`src/rtl/holding_register_bank.sv`:
```
// holding_register_bank
// A bank of DEPTH holding registers with one write port, two combinational
// read ports, a carry/borrow flag and a shadow bank for save, restore and swap.
// Registers not targeted by a write keep their value, so the datapath needs
// no per-register hold/load muxes.

module holding_register_bank #(
  parameter int WIDTH = 16,
  parameter int AW    = 3,
  parameter int DEPTH = 8
) (
  input  logic             clk,
  input  logic             rst,
  input  logic             we,
  input  logic [AW-1:0]    wsel,
  input  logic [1:0]       wmode,
  input  logic [WIDTH-1:0] sbus,
  input  logic             save,
  input  logic             restore,
  input  logic [AW-1:0]    ra_sel,
  input  logic [AW-1:0]    rb_sel,
  output logic [WIDTH-1:0] ra_data,
  output logic [WIDTH-1:0] rb_data,
  output logic             carry
);

  typedef enum logic [1:0] {
    MODE_LOAD = 2'b00,
    MODE_INC  = 2'b01,
    MODE_DEC  = 2'b10,
    MODE_CLR  = 2'b11
  } wmode_t;

  logic [WIDTH-1:0] bank   [DEPTH];
  logic [WIDTH-1:0] shadow [DEPTH];

  logic             hit;
  logic             accept;
  logic [WIDTH-1:0] cur;
  logic [WIDTH-1:0] nxt;
  logic             nxt_carry;

  // Find the write target; selects at or above DEPTH match nothing, so such
  // writes fall through as no-ops without an explicit range compare.
  always_comb begin
    hit = 1'b0;
    cur = '0;
    for (int i = 0; i < DEPTH; i++) begin
      if (wsel == AW'(i)) begin
        hit = 1'b1;
        cur = bank[i];
      end
    end
  end

  // Next value and carry for the targeted register, modulo 2**WIDTH.
  always_comb begin
    nxt       = cur;
    nxt_carry = 1'b0;
    case (wmode_t'(wmode))
      MODE_LOAD: nxt = sbus;
      MODE_INC: begin
        nxt       = cur + WIDTH'(1);
        nxt_carry = (cur == '1);
      end
      MODE_DEC: begin
        nxt       = cur - WIDTH'(1);
        nxt_carry = (cur == '0);
      end
      MODE_CLR: nxt = '0;
    endcase
  end

  // A restore (alone or as part of a swap) takes priority over the write port.
  assign accept = we && hit && !restore;

  // Bank, shadow and carry state; save copies pre-write values, swap exchanges.
  always_ff @(posedge clk) begin
    if (rst) begin
      for (int i = 0; i < DEPTH; i++) begin
        bank[i]   <= '0;
        shadow[i] <= '0;
      end
      carry <= 1'b0;
    end else if (save && restore) begin
      for (int i = 0; i < DEPTH; i++) begin
        bank[i]   <= shadow[i];
        shadow[i] <= bank[i];
      end
    end else if (restore) begin
      for (int i = 0; i < DEPTH; i++) begin
        bank[i] <= shadow[i];
      end
    end else begin
      if (save) begin
        for (int i = 0; i < DEPTH; i++) begin
          shadow[i] <= bank[i];
        end
      end
      if (accept) begin
        for (int i = 0; i < DEPTH; i++) begin
          if (wsel == AW'(i)) begin
            bank[i] <= nxt;
          end
        end
        carry <= nxt_carry;
      end
    end
  end

  // Combinational read ports; unpopulated addresses read as zero.
  always_comb begin
    ra_data = '0;
    rb_data = '0;
    for (int i = 0; i < DEPTH; i++) begin
      if (ra_sel == AW'(i)) ra_data = bank[i];
      if (rb_sel == AW'(i)) rb_data = bank[i];
    end
  end

endmodule

```
`config.mk`:
```
export PLATFORM = sky130hd
export DESIGN_NAME = holding_register_bank
export DESIGN_NICKNAME = d
export VERILOG_FILES = /design/src/rtl/holding_register_bank.sv
export SDC_FILE = /design/constraint.sdc
export NUM_CORES = 1
export LEC_CHECK = 0
export BUFFER_PORTS_ARGS = -buffer_cell sky130_fd_sc_hd__buf_4
export CAP_MARGIN = 25
export CORE_UTILIZATION = 50
export DETAILED_ROUTE_END_ITERATION = 10
export PLACE_DENSITY = 0.67
export SYNTH_ARGS = -nofsm -noshare
export SYNTH_HDL_FRONTEND = slang
export SYNTH_SLANG_ARGS = --single-unit
```
`constraint.sdc`:
```
create_clock -name clk -period 5.3 [get_ports clk]
set_clock_uncertainty 0.15 [all_clocks]
set_input_delay 1.06 -clock clk [delete_from_list [all_inputs] [get_ports clk]]
set_output_delay 1.06 -clock clk [all_outputs]
set_load 0.02 [all_outputs]
```
==> qor.yml, run 1 <==
outcome:
  result_of_the_run: "completed"
power:
  power_switching_share: 0.296
  p_switching_mw: 1.61
  cellInternalPower_mw: 3.83
  part_of_the_power_in_the_clock_network: 0.347
  combPwrFrac: 0.183
  leakagePower_nw: 6.47
  irDropWorstVdd_v: 0.000257
  power_density_mw_per_mm2: 322
  seq_power_share: 0.470
place:
  portBuffers: 64
  finalWeightedCongestion: 1.03
  detailed_place_hpwl_um: 36900
  dpl_cell_area_mm2: 0.0160
  numPlacedInstances: 1847
sta:
  timing.hold.ws_ns: 0.340
  grt_setup_unrepaired: "no"
  fin_setup_tns_ns: 0
  max_slew_vio_count: 0
  hold_viol_final: 0
  maxSlewHeadroom: 0.269
  worst_pin_slew_ns: 1.09
  finalCritPeriodShare: 0.890
  fmax_mhz: 212
  report.final.setup_viol: 0
  fin_crit_ns: 4.71
layout:
  flow.area_growth_from_synthesis_pct: 14.4
  nets: 1546
  post-route-cell-area_mm2: 0.0169
  post_layout_nonfiller_instances: 1898
  final_layout_size_suffix_gt1_frac: 0.157
logic_synthesis:
  async_flop_share: 0
  synth_cell_types: 72
  post_synthesis_instance_total: 1432
  synth_warnings: 0
  synth_sequential_area_ratio: 0.522
  postSynthRegisterBits: 257
  number_of_enable_type_register_cells_in_the_synthesized_netlist: 256
  synth-main-ff-cell: "sky130_fd_sc_hd__edfxtp_1"
  mapped_avg_cell_area_um2: 10.3
  syn_nets: 1482
  syn-cell-area_mm2: 0.0148
setup_path:
  worst-endpoint-required_ns: 5.57
  cp.arrival_ns: 4.99
  worst-r2r-setup-slack_ns: 0.90
  critPathKind: "input pin to flop"
  worstPathMaxFanout: 20
  startpoint_type: "input pin"
  crit_path_end_kind: "flop"
drt:
  postRouteAntennaNets: 0
  drt-initial-drc-count: 2010
  dr.pass1.iters: 6
  drt-vias-per-instance: 6.70
  routed_via_count: 12700
  wirelength_um: 53900
  detail_route.drc_violations: 0
  wire_per_inst_um: 28.4
clock_network:
  clock-root-buffer: "sky130_fd_sc_hd__clkbuf_16"
  cts_made_buffers: 28
  cts_setup_buffers: 0
  source_to_sink_clock_delay_at_the_later_pin_of_the_worst_skew_pair_ns: 0.59
  cts_buffer_depth: 3
  cts_tree: "done"
  h_tree_depth: 1
  clkTransAtPathRegs_ns: 0.06
  hold_buffers: 0
  cts-resized-gates: 0
  clock-sinks: 257
global_routing:
  first_pass_grt_wire_length_um: 79300
  grt_most_used_layer: "met2"
  grt_util_met1: 0.498
  initial_antenna_violation_count: 0
  globalRouteMet3Util: 0.0719
  grt_overflow: 0
  global_route.usage.total: 0.357
  vias_in_the_first_global_route: 11800
  met2_usage: 0.529
  grt_max_degree: 44
die:
  design.core.area_mm2: 0.0289
  boundaryPins: 65
  die_width_um: 174
  starting_density_of_the_core: 0.511
  die_h_um: 174
  num_rows: 62
  die_area_mm2: 0.0302
run:
  max_cap_violations: 0
hold_path:
  hold_path_class: "flop to flop"
## path summary, 6_finish.rpt
kind / end / depth (start not counted) / start
setup / recovery: bank[0][37]$_SDFFCE_PP0P_ / 16 / wsel[1]
hold reg to reg: carry$_SDFFE_PP0P_ / 2 / carry$_SDFFE_PP0P_
setup reg to reg: bank[0][37]$_SDFFCE_PP0P_ / 15 / bank[0][33]$_SDFFCE_PP0P_
hold / removal: carry$_SDFFE_PP0P_ / 2 / carry$_SDFFE_PP0P_
## cells in the mapped netlist (4+ instances only)
cell	number	share of area
sky130_fd_sc_hd__o21ai_1	7	0.0024
sky130_fd_sc_hd__a22oi_1	29	0.015
sky130_fd_sc_hd__nor3_1	8	0.0027
sky130_fd_sc_hd__mux4_2	9	0.014
sky130_fd_sc_hd__xnor2_1	13	0.0077
sky130_fd_sc_hd__nor2_1	98	0.025
sky130_fd_sc_hd__clkbuf_1	89	0.023
sky130_fd_sc_hd__mux2i_1	48	0.033
sky130_fd_sc_hd__a211oi_1	22	0.011
sky130_fd_sc_hd__o31ai_1	6	0.0031
sky130_fd_sc_hd__nand3_1	45	0.015
sky130_fd_sc_hd__and2_1	97	0.041
sky130_fd_sc_hd__or3_1	4	0.0017
sky130_fd_sc_hd__o22ai_1	4	0.0017
sky130_fd_sc_hd__inv_1	25	0.0064
sky130_fd_sc_hd__mux2_2	19	0.014
sky130_fd_sc_hd__a21oi_1	86	0.029
sky130_fd_sc_hd__o21ai_0	146	0.050
sky130_fd_sc_hd__or2_2	6	0.0025
sky130_fd_sc_hd__nand4_1	9	0.0038
sky130_fd_sc_hd__a22o_1	23	0.014
sky130_fd_sc_hd__edfxtp_1	256	0.52
sky130_fd_sc_hd__o211ai_1	7	0.0036
sky130_fd_sc_hd__o221ai_1	27	0.016
sky130_fd_sc_hd__nor2b_1	49	0.021
sky130_fd_sc_hd__buf_2	5	0.0017
sky130_fd_sc_hd__o21ai_2	6	0.0036
sky130_fd_sc_hd__a22oi_2	4	0.0034
sky130_fd_sc_hd__a21o_1	4	0.0020
sky130_fd_sc_hd__buf_1	9	0.0023
sky130_fd_sc_hd__and3_1	7	0.0030
sky130_fd_sc_hd__a221oi_1	11	0.0065
sky130_fd_sc_hd__nand2b_1	6	0.0025
sky130_fd_sc_hd__buf_6	5	0.0038
sky130_fd_sc_hd__a31oi_1	5	0.0021
sky130_fd_sc_hd__nand2_1	166	0.042
sky130_fd_sc_hd__ha_1	17	0.014
## final cells by class
cell class              count  area [µm²]
clock buffers              40         746
inverters                  26        97.6
diodes                      1        2.50
fillers                  2491       12000
well taps                 384         480
flip-flops and latches    257        7710
repair buffers            145        1220
multi-input cells        1038        6520
clock inverters             7         105
## power groups by stage
| stage | clock, mW | combinational (mW) | sequential, mW |
|---|---|---|---|
| 6_report | 1.89 | 0.996 | 2.55 |
| 5_1_grt | 1.96 | 1.05 | 2.56 |
| 4_1_cts | 1.90 | 0.964 | 2.55 |
| 3_5_place_dp | 0 | 0.959 | 2.59 |
| 3_3_place_gp | 0 | 0.942 | 2.59 |
| 2_1_floorplan | 0 | 0.574 | 2.51 |
## metrics by stage
stage          worst slack [ns]  utilization  total power [mW]
3_5_place_dp              0.186        0.553              3.54
2_1_floorplan             0.320            -              3.08
4_1_cts                   0.744        0.582              5.41
3_3_place_gp              0.228        0.550              3.53
5_1_grt                   0.383        0.585              5.57
6_report                  0.585        0.585              5.44
## kinds of logic after synthesis
group | count (synthesis) | share of synthesized area
muxes | 77 | 0.0618
DFF | 257 | 0.522
adders and majority gates | 18 | 0.0158
AOI/OAI and AO/OA | 415 | 0.182
xor gates and xnor gates | 15 | 0.00890
buffers and inverters | 137 | 0.0386
and+or+nand+nor | 513 | 0.171
## layout by cell type (no fill, tap or decap), types with 4 or more instances in the layout
master | Yosys | final
sky130_fd_sc_hd__a211oi_1 | 22 | 22
sky130_fd_sc_hd__a21o_1 | 4 | 4
sky130_fd_sc_hd__a21oi_1 | 86 | 86
sky130_fd_sc_hd__a221oi_1 | 11 | 11
sky130_fd_sc_hd__a22o_1 | 23 | 23
sky130_fd_sc_hd__a22oi_1 | 29 | 29
sky130_fd_sc_hd__a22oi_2 | 4 | 4
sky130_fd_sc_hd__a31oi_1 | 5 | 5
sky130_fd_sc_hd__and2_1 | 97 | 97
sky130_fd_sc_hd__and3_1 | 7 | 7
sky130_fd_sc_hd__buf_12 | 0 | 4
sky130_fd_sc_hd__buf_16 | 0 | 4
sky130_fd_sc_hd__buf_4 | 3 | 136
sky130_fd_sc_hd__clkbuf_1 | 89 | 12
sky130_fd_sc_hd__clkbuf_16 | 0 | 28
sky130_fd_sc_hd__clkinv_1 | 0 | 4
sky130_fd_sc_hd__edfxtp_1 | 256 | 256
sky130_fd_sc_hd__ha_1 | 17 | 17
sky130_fd_sc_hd__inv_1 | 25 | 25
sky130_fd_sc_hd__mux2_2 | 19 | 19
sky130_fd_sc_hd__mux2i_1 | 48 | 48
sky130_fd_sc_hd__mux4_2 | 9 | 9
sky130_fd_sc_hd__nand2_1 | 166 | 166
sky130_fd_sc_hd__nand2b_1 | 6 | 6
sky130_fd_sc_hd__nand3_1 | 45 | 45
sky130_fd_sc_hd__nand4_1 | 9 | 9
sky130_fd_sc_hd__nor2_1 | 98 | 94
sky130_fd_sc_hd__nor2b_1 | 49 | 48
sky130_fd_sc_hd__nor3_1 | 8 | 7
sky130_fd_sc_hd__o211ai_1 | 7 | 7
sky130_fd_sc_hd__o21ai_0 | 146 | 144
sky130_fd_sc_hd__o21ai_1 | 7 | 6
sky130_fd_sc_hd__o21ai_2 | 6 | 9
sky130_fd_sc_hd__o221ai_1 | 27 | 27
sky130_fd_sc_hd__o22ai_1 | 4 | 4
sky130_fd_sc_hd__o31ai_1 | 6 | 6
sky130_fd_sc_hd__or2_2 | 6 | 6
sky130_fd_sc_hd__or3_1 | 4 | 4
sky130_fd_sc_hd__xnor2_1 | 13 | 13
## critical path, cell delays in order
cell and delay [ns]:
sky130_fd_sc_hd__buf_4 0.26, sky130_fd_sc_hd__mux2i_1 0.23, sky130_fd_sc_hd__o21ai_0 0.09, sky130_fd_sc_hd__a222oi_1 0.35, sky130_fd_sc_hd__o21ai_0 0.15, sky130_fd_sc_hd__a22o_1 0.26, sky130_fd_sc_hd__ha_1 0.32, sky130_fd_sc_hd__and4_1 0.23
sky130_fd_sc_hd__a31oi_1 0.15, sky130_fd_sc_hd__o21ai_0 0.10, sky130_fd_sc_hd__a31oi_1 0.25, sky130_fd_sc_hd__nand3_1 0.17, sky130_fd_sc_hd__xnor2_1 0.16, sky130_fd_sc_hd__o21ai_1 0.84, sky130_fd_sc_hd__mux2i_1 0.17, sky130_fd_sc_hd__nor2_1 0.15
## metal layers
metal  vias to the layer above  share of wire
met5                         -              0
met1                      6137           0.39
met3                       180           0.12
li1                       5466              -
met2                       929           0.43
met4                         0          0.059
## flip-flops by register name, indices dropped and copies added, names as in the netlist
| signal | flops |
|---|---|
| shadow | 128 |
| carry | 1 |
| bank | 128 |
(Power assumes the default switching activity.)
==> run 2, diff against run 1 <==
Settings changed: ABC_AREA set to 0, CELL_PAD_IN_SITES_DETAIL_PLACEMENT set to 1, CELL_PAD_IN_SITES_GLOBAL_PLACEMENT set to 1, PLACE_DENSITY 0.67 to unset, PLACE_DENSITY_LB_ADDON set to 0.1.
==> run 2 against run 1 <==
Fmax decreased by 4.1%; clock power up 3%; via count up 3.1%; sequential cell count unchanged; critical path type unchanged; largest power group unchanged.
==> qor.yml, run 2 (synthesis gave the netlist of run 1 again) <==
outcome:
  result_of_the_run: "completed"
die:
  die_h_um: 174
  num_rows: 62
  die_width_um: 174
  die_area_mm2: 0.0302
  design.core.area_mm2: 0.0289
  boundaryPins: 65
  starting_density_of_the_core: 0.511
setup_path:
  cp.arrival_ns: 5.06
  crit_path_cell_trace: "buf_4 > nor2b_1 > nand2_1 > o21ai_0 > a222oi_1 > o21ai_0 > a22o_1 > ha_1 > and4_1 > a31oi_1 > o21ai_0 > a31oi_1 > a31oi_1 > nor3_1 > xnor2_1 > a22oi_2 > o21ai_0"
  critical_path.max_stage_delay_ns: 0.53
  worst-endpoint-required_ns: 5.45
  crit-reg2reg-capture: "bank[1][41]$_DFFE_PP_"
  critPathKind: "input pin to flop"
  worst-r2r-cell-count: 15
  startpoint_type: "input pin"
  critical-path-slowest-cell: "sky130_fd_sc_hd__a22oi_2"
  worst_setup_path_startpoint: "wsel[1]"
  worst-r2r-setup-slack_ns: 0.60
  cp.buffers_inverters: 1
  worstPathMaxFanout: 13
  cp_top_family: "compound AO/OA/AOI/OAI gates"
  crit_path_end_kind: "flop"
  worstReg2RegStart: "bank[0][33]$_SDFFCE_PP0P_"
  number_of_gates_on_the_worst_path_with_buffers_counted: 17
  critPathMostFrequentCell: "sky130_fd_sc_hd__o21ai_0"
layout:
  mostFrequentLayoutCells: "sky130_fd_sc_hd__edfxtp_1 (256), sky130_fd_sc_hd__nand2_1 (166), sky130_fd_sc_hd__o21ai_0 (144), sky130_fd_sc_hd__buf_4 (131), sky130_fd_sc_hd__and2_1 (97)"
  nets: 1541
  area_used_by_multi_input_combinational_logic_mm2: 0.00652
  layout_top_registers: "bank (128), shadow (128), carry (1)"
  fillCellCount: 3153
  final_layout_size_suffix_gt1_frac: 0.161
  layout_commonest_cell: "sky130_fd_sc_hd__edfxtp_1"
  post-route-cell-area_mm2: 0.0169
  ff_latch_area_mm2: 0.00771
  flow.area_growth_from_synthesis_pct: 14.2
place:
  finalWeightedCongestion: 0.955
  detailed_place_hpwl_um: 41700
  dp_slack_ns: -0.00529
  dpl_cell_area_mm2: 0.0159
  portBuffers: 64
hold_path:
  min_to: "carry$_SDFFE_PP0P_"
  hold_path_class: "flop to flop"
  timing.hold.worst.start: "carry$_SDFFE_PP0P_"
  worstHoldPathCells: 2
sta:
  maxSlewHeadroom: 0.311
  timing.hold.ws_ns: 0.334
  hold_viol_final: 0
  fin_setup_tns_ns: 0
  grt_setup_unrepaired: "no"
  fin_ws_ns: 0.384
  fin_crit_ns: 4.92
  max_slew_vio_count: 0
  worst_pin_slew_ns: 1.03
  finalCritPeriodShare: 0.928
  report.final.setup_viol: 0
  fmax_mhz: 203
power:
  irDropWorstVdd_v: 0.000288
  leakagePower_nw: 6.47
  power_density_mw_per_mm2: 327
clock_network:
  cts_tree: "done"
  clkTransAtPathRegs_ns: 0.06
  hold_buffers: 0
  cts_buffer_depth: 3
  cts_setup_buffers: 0
  source_to_sink_clock_delay_at_the_later_pin_of_the_worst_skew_pair_ns: 0.58
  cts-resized-gates: 0
  h_tree_depth: 1
  cts_made_buffers: 29
  clock-root-buffer: "sky130_fd_sc_hd__clkbuf_16"
  clock-sinks: 257
global_routing:
  initial_antenna_violation_count: 3
  grt_overflow: 0
  grt_max_degree: 49
  first_pass_grt_wire_length_um: 87400
  vias_in_the_first_global_route: 12900
  global_route.usage.total: 0.395
drt:
  routed_via_count: 13100
  drt-initial-drc-count: 1705
  postRouteAntennaNets: 0
  wirelength_um: 59900
  wire_per_inst_um: 31.5
  detail_route.drc_violations: 0
  dr.pass1.iters: 5
  drt-vias-per-instance: 6.90
run:
  max_cap_violations: 0
==> run 2: cell types whose count changed in the layout (fill, tap and decap cells not counted), sizes merged <==
cell,change
clkinv,+11
buf,-6
clkbuf,-8
bufinv,-1
inv,+3
clkinvlp,+1
==> run 2: worst max path at each step <==
| stage | to | slack [ns] |
|---|---|---|
| finish | bank[1][41]$_DFFE_PP_ | 0.38 |
| global route | bank[1][41]$_DFFE_PP_ | 0.17 |
| CTS | bank[1][41]$_DFFE_PP_ | 0.53 |
| detailed placement | bank[1][25]$_DFFE_PP_ | -0.005 |
| global placement | bank[1][25]$_DFFE_PP_ | 0.05 |
| floorplan | bank[0][8]$_DFFE_PP_ | 0.32 |
==> run 2: where the power goes <==
part	internal (mW)	switching, mW	total (mW)
sequential	2.41	0.165	2.57
clock	1.05	0.882	1.94
combinational	0.349	0.662	1.01
total	3.81	1.71	5.52
==> run 2: layer usage <==
metal,global-route usage,vias to the layer above,routed length [µm]
met5,0,-,14
met1,0.542,6583,23400
met4,0.196,2,3290
li1,-,5456,-
met2,0.612,885,27100
met3,0.0601,179,6040
==> run 2: metrics by stage <==
stage | utilization | instances | total power, mW
after floorplan | - | 1432 | 3.08
final | 0.584 | 1898 | 5.52
after detailed placement | 0.552 | 1842 | 3.58
after CTS | 0.582 | 1895 | 5.48
after global placement | 0.549 | 1838 | 3.54
after global routing | 0.584 | 1897 | 5.62
==> run 2: tightest hold or removal path, cell delays in order, from the launching register on <==
cell and delay (ns):
sky130_fd_sc_hd__dfxtp_1 0.31, sky130_fd_sc_hd__o21ai_0 0.07, sky130_fd_sc_hd__a21oi_1 0.06
==> run 2: area by class of cell <==
cell class	count	share of cell area
sequential	257	0.457
multi-input combinational	1038	0.387
timing repair buffer	139	0.0689
clock buffer	32	0.0437
tap	384	0.0285
clock inverter	21	0.00883
inverter	26	0.00579
antenna	1	0.000148
==> run 3, diff against run 2 <==
Settings changed: RECOVER_POWER set to 50, SKIP_CTS_REPAIR_TIMING set to 1.
==> run 3 against run 2 <==
The run now ends with capacitance limit, slew limit left; clock power about the same; die area unchanged; cell count unchanged; sequential cell count unchanged; count of clock-buffer cells in the layout unchanged; total power about the same; non-clock buffer count unchanged; sequential power about the same; via count about the same; combinational power about the same; critical path type unchanged; critical endpoint is now bank[1][25]$_DFFE_PP_.
==> qor.yml, run 3 (synthesis gave the netlist of run 1 again) <==
hold_path:
  hold_path_class: "flop to flop"
  min_to: "carry$_SDFFE_PP0P_"
  timing.hold.worst.start: "carry$_SDFFE_PP0P_"
  worstHoldPathCells: 2
layout:
  mostFrequentLayoutCells: "sky130_fd_sc_hd__edfxtp_1 (256), sky130_fd_sc_hd__nand2_1 (166), sky130_fd_sc_hd__o21ai_0 (145), sky130_fd_sc_hd__buf_4 (124), sky130_fd_sc_hd__nor2_1 (94)"
  layout_top_registers: "bank (128), shadow (128), carry (1)"
  final_layout_size_suffix_gt1_frac: 0.153
  flow.area_growth_from_synthesis_pct: 13.6
  fillCellCount: 3163
  layout_commonest_cell: "sky130_fd_sc_hd__edfxtp_1"
  nets: 1541
setup_path:
  worst-r2r-cell-count: 15
  worst-endpoint-required_ns: 5.44
  worstReg2RegStart: "bank[0][33]$_SDFFCE_PP0P_"
  critical_path.max_stage_delay_ns: 0.55
  cp.buffers_inverters: 1
  worstPathMaxFanout: 8
  startpoint_type: "input pin"
  critPathMostFrequentCell: "sky130_fd_sc_hd__o21ai_0"
  worst-r2r-setup-slack_ns: 0.56
  cp.arrival_ns: 5.08
  critPathKind: "input pin to flop"
  cp_top_family: "compound AO/OA/AOI/OAI gates"
  critical-path-slowest-cell: "sky130_fd_sc_hd__a22oi_2"
  crit-reg2reg-capture: "bank[1][25]$_DFFE_PP_"
  crit_path_cell_trace: "buf_4 > nor2b_1 > nand2_1 > o21ai_0 > a222oi_1 > o21ai_0 > a22o_1 > ha_1 > and4_1 > a31oi_1 > o21ai_0 > a31oi_1 > a31oi_1 > nor3_1 > xnor2_1 > a22oi_2 > o21ai_0"
  crit_path_end_kind: "flop"
  worst_setup_path_startpoint: "wsel[0]"
drt:
  drt-initial-drc-count: 1758
  wirelength_um: 59900
  wire_per_inst_um: 31.5
  met2WireLength_um: 27000
  dr.pass1.iters: 7
  routed_via_count: 13100
  drt-vias-per-instance: 6.90
  postRouteAntennaNets: 0
  met1_length_um: 23500
  detail_route.drc_violations: 0
  met3_layer_wire_length_in_the_routed_design_um: 5950
  dr.max_layer_used: "met5"
die:
  die_width_um: 174
  die_area_mm2: 0.0302
  design.core.area_mm2: 0.0289
  die_h_um: 174
  boundaryPins: 65
  num_rows: 62
  starting_density_of_the_core: 0.511
sta:
  grt_setup_unrepaired: "no"
  hold_viol_final: 0
  fin_ws_ns: 0.355
  worst_pin_slew_ns: 2.48
  maxSlewHeadroom: -0.657
  finalCritPeriodShare: 0.933
  max_slew_vio_count: 193
  fmax_mhz: 202
  fin_setup_tns_ns: 0
  report.final.setup_viol: 0
  fin_crit_ns: 4.94
global_routing:
  vias_in_the_first_global_route: 12900
  grt_max_degree: 49
  grt_overflow: 0
  initial_antenna_violation_count: 3
  first_pass_grt_wire_length_um: 87400
  global_route.usage.total: 0.395
clock_network:
  h_tree_depth: 1
  clkTransAtPathRegs_ns: 0.07
  source_to_sink_clock_delay_at_the_later_pin_of_the_worst_skew_pair_ns: 0.58
  cts_tree: "done"
  clock-root-buffer: "sky130_fd_sc_hd__clkbuf_16"
  cts_buffer_depth: 3
  cts_made_buffers: 29
  clock-sinks: 257
power:
  power_density_mw_per_mm2: 329
  irDropWorstVdd_v: 0.000288
  leakagePower_nw: 6.37
  total_power_mw: 5.51
place:
  portBuffers: 64
  detailed_place_hpwl_um: 41700
  finalWeightedCongestion: 0.955
  dp_slack_ns: -0.00529
run:
  max_cap_violations: 5
outcome:
  result_of_the_run: "finished, violations left"
  failing_checks: "capacitance limit, slew limit"
## run 3: worst min-delay path, delay by kind of cell (launching register included)
kind | cells | cell delay, ns
flip-flops | 1 | 0.31
AO/OA/AOI/OAI | 2 | 0.13
## run 3: where the power goes
part | internal (mW) | total (mW) | leakage, nW | switching (mW)
sequential | 2.41 | 2.57 | 2.84 | 0.166
clock | 1.05 | 1.94 | 0.438 | 0.885
combinational | 0.341 | 1.00 | 3.09 | 0.661
total | 3.80 | 5.51 | 6.37 | 1.71
## run 3: per-layer routing
layer	vias to the layer above	GRT usage
met5	-	0
met4	2	0.196
met3	184	0.0601
met2	883	0.612
met1	6576	0.542
li1	5455	-
## run 3: worst max-delay path by stage
| stage | slack, ns | end | depth (start not counted) |
|---|---|---|---|
| 2_1_floorplan | 0.32 | bank[0][8]$_DFFE_PP_ | 19 |
| 3_3_place_gp | 0.05 | bank[1][25]$_DFFE_PP_ | 15 |
| 3_5_place_dp | -0.005 | bank[1][25]$_DFFE_PP_ | 17 |
| 4_1_cts | 0.53 | bank[1][41]$_DFFE_PP_ | 17 |
| 5_1_grt | 0.17 | bank[1][41]$_DFFE_PP_ | 17 |
| 6_report | 0.36 | bank[1][25]$_DFFE_PP_ | 17 |
## run 3: area by class of cell
cell class                      count  area (µm²)  area share
Sequential cell                   257        7710       0.460
Tap cell                          384         480      0.0287
Antenna cell                        1        2.50    0.000149
Timing Repair Buffer              139        1070      0.0641
Multi-Input combinational cell   1038        6520       0.389
Clock buffer                       32         737      0.0439
Clock inverter                     21         149     0.00888
Inverter                           26        97.6     0.00582
## run 3: stage by stage
step	cells	utilization	hold slack (ns)	cell area (µm²)
after floorplan	1432	-	0.345	14800
after CTS	1895	0.582	0.335	16800
after global routing	1897	0.581	0.373	16800
after detailed placement	1842	0.552	0.326	15900
final	1898	0.581	0.332	16800
after global placement	1838	0.549	0.317	15800
